<file path="config.mk">
export PLATFORM = sky130hd
export DESIGN_NAME = bcd_seg_scan
export DESIGN_NICKNAME = d
export VERILOG_FILES = /design/src/rtl/bcd_seg_scan.sv
export SDC_FILE = /design/constraint.sdc
export NUM_CORES = 1
export LEC_CHECK = 0
export CORE_ASPECT_RATIO = 1.75
export CORE_MARGIN = 5
export CORE_UTILIZATION = 59
export DETAILED_ROUTE_END_ITERATION = 12
export MAX_ROUTING_LAYER = met4
export PLACE_DENSITY = 0.89
export SKIP_CTS_REPAIR_TIMING = 1
export SLEW_MARGIN = 20
export SYNTH_ARGS = -nofsm -noshare
export SYNTH_HDL_FRONTEND = slang
export SYNTH_SLANG_ARGS = --single-unit
export TNS_END_PERCENT = 5
</file>
<file path="constraint.sdc">
create_clock -name clk -period 3.63 [get_ports clk]
set_input_delay 0.5445 -clock clk [delete_from_list [all_inputs] [get_ports clk]]
set_output_delay 0.5445 -clock clk [all_outputs]
set_load 0.005 [all_outputs]
</file>
<file path="src/rtl/bcd_seg_scan.sv">
// bcd_seg_scan: four-digit multiplexed 7-segment driver with per-frame snapshot, leading-zero blanking and scan enable
module bcd_seg_scan #(
   parameter int SCAN_DIV = 100000
) (
   input  logic       clk,
   input  logic       rst,
   input  logic       en,
   input  logic [3:0] d0,
   input  logic [3:0] d1,
   input  logic [3:0] d2,
   input  logic [3:0] d3,
   input  logic       blank_lz,
   input  logic [3:0] dp_mask,
   output logic [3:0] an,
   output logic [6:0] seg,
   output logic       dp,
   output logic       scan_tick
);
   localparam int CW = $clog2(SCAN_DIV);
   localparam logic [6:0] PAT [10] = '{
      7'b1000000, 7'b1111001, 7'b0100100, 7'b0110000, 7'b0011001,
      7'b0010010, 7'b0000010, 7'b1111000, 7'b0000000, 7'b0010000
   };
   logic [CW-1:0] cnt;
   logic [1:0]    idx;
   logic [15:0]   snap, live, src;
   logic [3:0]    sdp, src_dp, digit;
   logic          pend, last, blank;
   logic [6:0]    seg_d;
   // while the post-reset load is pending the live inputs are that fresh snapshot
   always_comb begin
      live      = {d3, d2, d1, d0};
      src       = pend ? live : snap;
      src_dp    = pend ? dp_mask : sdp;
      digit     = src[{idx, 2'b00} +: 4];
      blank     = blank_lz & ((idx == 2'd3 & src[15:12] == 4'd0) | (idx == 2'd2 & src[15:8] == 8'd0));
      seg_d     = blank ? 7'b1111111 : digit > 4'd9 ? 7'b0111111 : PAT[digit];
      last      = cnt == CW'(SCAN_DIV - 1);
      scan_tick = rst & en & last;
   end
   always_ff @(posedge clk) begin
      if (!rst) begin
         cnt  <= '0;
         idx  <= '0;
         snap <= '0;
         sdp  <= '0;
         pend <= 1'b1;
         an   <= 4'b1111;
         seg  <= 7'b1111111;
         dp   <= 1'b1;
      end else if (en) begin
         cnt <= last ? '0 : cnt + CW'(1);
         if (last) idx <= idx + 2'd1;
         an  <= ~(4'b0001 << idx);
         seg <= seg_d;
         dp  <= ~src_dp[idx];
         if (pend | (last & idx == 2'd3)) begin
            snap <= live;
            sdp  <= dp_mask;
            pend <= 1'b0;
         end
      end else begin
         an  <= 4'b1111;
         seg <= 7'b1111111;
         dp  <= 1'b1;
      end
   end
endmodule

</file>
==> flow_summary.ini <==
[detailed_routing]
vias = 2357
ant_nets = 0
drc = 0
drt-pass1-iter-count = 5
wire_per_inst_microns = 15.8
via_per_inst = 6.04
drt_iter0_markers = 136
routed_wl_mm = 6.15

[power_and_ir_drop]
power_mw = 1.18
ir_drop_mv = 0.371
p_per_area_mw_per_mm2 = 370
leakagePower_nw = 1.13

[critical_path]
worst_ep_required_time_ps = 3090
r2r_slack_ps = 820
critPathKind = in -> out
critPathArrivalTime_ps = 2470
r2r-end = seg[0]$_SDFF_PP1_
r2r_start = pend$_SDFFE_PN1P_
cp_max_fo = 7
critPathLaunchType = input pin
critPathCaptureType = primary output
worstRegToRegCells = 10

[global_route]
grt_usage = 0.226
grt_overflow = 0
grt_pass1_vias = 2358
grt_pass1_wl_mm = 10.4
antenna_found_initial = 0
grt_max_degree = 49

[sta]
clock_skew_ps = 13.6
setup_ws_ps = 613
relSlewSlack = 0.580
fin_crit_ps = 3020
slew_viol_final = 0
setup_viol = 0
whs_ps = 461
rsz0062_at_grt = no
hold_viol_final = 0
fin_crit_sh = 0.831
timing.fmax_mhz = 331
tightestPinTransition_ps = 622
finalSetupTns_ps = 0

[synthesis]
syn_inst = 307
ys.flop_type = dfxtp_1
ys_warn_count = 0
yosysTopAreaCellShare = 0.385
yosysMostFrequentCell = dfxtp_1
netlist_top_cells_area = dfxtp_1 39%, mux4_2 6.7%, nand2_1 6.0%
yosys_register_bits = 52
yosys.area.top_type = dfxtp_1
netlist_top_cells_count = 52 x dfxtp_1, 43 x nand2_1, 31 x nand3_1, 25 x o21ai_0, 20 x nor2_1
ys_types = 44
synth_nets = 340
ys_seq_area_frac = 0.385
async_reset_ff_frac = 0
synth_area_sq_mm = 0.00270
synth_edf_count = 0
syn_avg_cell_area_sq_um = 8.80

[run]
drv_cap = 0

[placement]
place_congestion = 0.949
pre_cts_ws_ps = 641
dpl_cell_area_sq_mm = 0.00309
portBuffers = 36
place_hpwl_mm = 4.50

[die]
io_pins = 37
rows = 32
fp.dieW_microns = 61.2
die_h_microns = 99.5
initial_core_util = 0.608
core_sq_mm = 0.00444
dieArea_sq_mm = 0.00609

[clock_network]
cts_sinks = 52
clockBufferDepth = 2
cts-root-buf = clkbuf_8
cts_made_buffers = 5
htreeDepth = 2
clk_latency_ps = 310
cts_tree = yes
clkTransAtPathRegs_ps = 90

[final_layout]
n_fill_cell = 325
antenna_cells = 0
stdcell_area_sq_mm = 0.00320
fin_nets = 371
area_delta_synth_final_pct = 18.3
drive_gt1_frac = 0.0678

[status]
outcome = completed

[hold_path]
hold_path_startpoint = sdp[1]$_SDFFE_PN0P_
hold_class = reg -> reg
whs_path_depth = 2
whs_endpoint = sdp[1]$_SDFFE_PN0P_
stage by stage:
| stage | instances | util |
|---|---|---|
| after floorplan | 307 | - |
| after global placement | 382 | 0.695 |
| after detailed placement | 382 | 0.695 |
| after CTS | 390 | 0.719 |
| after global routing | 390 | 0.719 |
| final | 390 | 0.719 |
critical path, stage by stage:
cell and delay [ps]:
clkdlybuf4s50_1 490, and4_1 320, nand3_1 210, nor2_1 240
and2_1 170, clkdlybuf4s50_1 490
cell type report:
class	count	area, sq um	share of cell area
Clock buffer	6	72.6	0.0227
Clock inverter	2	35.0	0.0110
Timing Repair Buffer	42	405	0.127
Tap cell	51	63.8	0.0200
Multi-Input combinational cell	227	1540	0.482
Sequential cell	52	1040	0.326
Inverter	10	37.5	0.0117
where the power goes:
group	leakage (nW)	switching, mW	internal [mW]
registers	0.425	0.0180	0.594
logic	0.649	0.0854	0.0872
clock network	0.0552	0.192	0.205
placed cells by master (no fill, tap or decap), types with 3 or more instances in the layout:
cell type | netlist | final
dfxtp_1 | 52 | 52
nand2_1 | 43 | 43
clkdlybuf4s50_1 | 0 | 36
nand3_1 | 31 | 31
o21ai_0 | 25 | 25
nor2_1 | 20 | 20
inv_1 | 10 | 10
mux2i_1 | 9 | 9
ha_1 | 9 | 9
mux4_2 | 8 | 8
xnor2_1 | 8 | 8
and2_1 | 7 | 7
a21oi_1 | 7 | 7
o211ai_1 | 6 | 6
xor2_1 | 6 | 6
buf_4 | 1 | 6
clkbuf_8 | 0 | 5
nand4_1 | 4 | 4
o21ai_1 | 4 | 4
nor2b_1 | 4 | 4
or3_1 | 4 | 4
nor4_1 | 3 | 3
a21boi_0 | 3 | 3
a22oi_1 | 3 | 3
per-layer routing:
layer / global-route usage / up-vias / wire length (microns)
li1: - / 1156 / -
met1: 0.240 / 1096 / 2290
met2: 0.376 / 80 / 3260
met3: 0.0429 / 25 / 317
met4: 0.124 / 0 / 280
met5: - / - / 0
logic make-up (layout without fill, tap and decap cells):
group | Yosys count | in the layout | share of synthesized area
fa+ha+maj | 9 | 9 | 0.0417
simple gates | 126 | 126 | 0.225
mux | 19 | 19 | 0.119
buf+inv | 28 | 60 | 0.0472
compound gates | 59 | 59 | 0.136
xor+xnor | 14 | 14 | 0.0454
flops | 52 | 52 | 0.385
worst max path at each step:
stage | from | cells past startpoint | to | slack (ps)
3_5_place_dp | en | 6 | scan_tick | 640
5_1_grt | en | 6 | scan_tick | 470
2_1_floorplan | pend$_SDFFE_PN1P_ | 11 | seg[0]$_SDFF_PP1_ | 1220
6_report | en | 6 | scan_tick | 610
3_3_place_gp | en | 6 | scan_tick | 690
4_1_cts | en | 6 | scan_tick | 620
registers in the layout, indices dropped and copies added (netlist names):
| signal | cells |
|---|---|
| sdp | 4 |
| pend | 1 |
| an | 4 |
| cnt | 17 |
| snap | 16 |
| seg | 7 |
| dp | 1 |
| idx | 2 |
(Power assumes the default switching activity.)
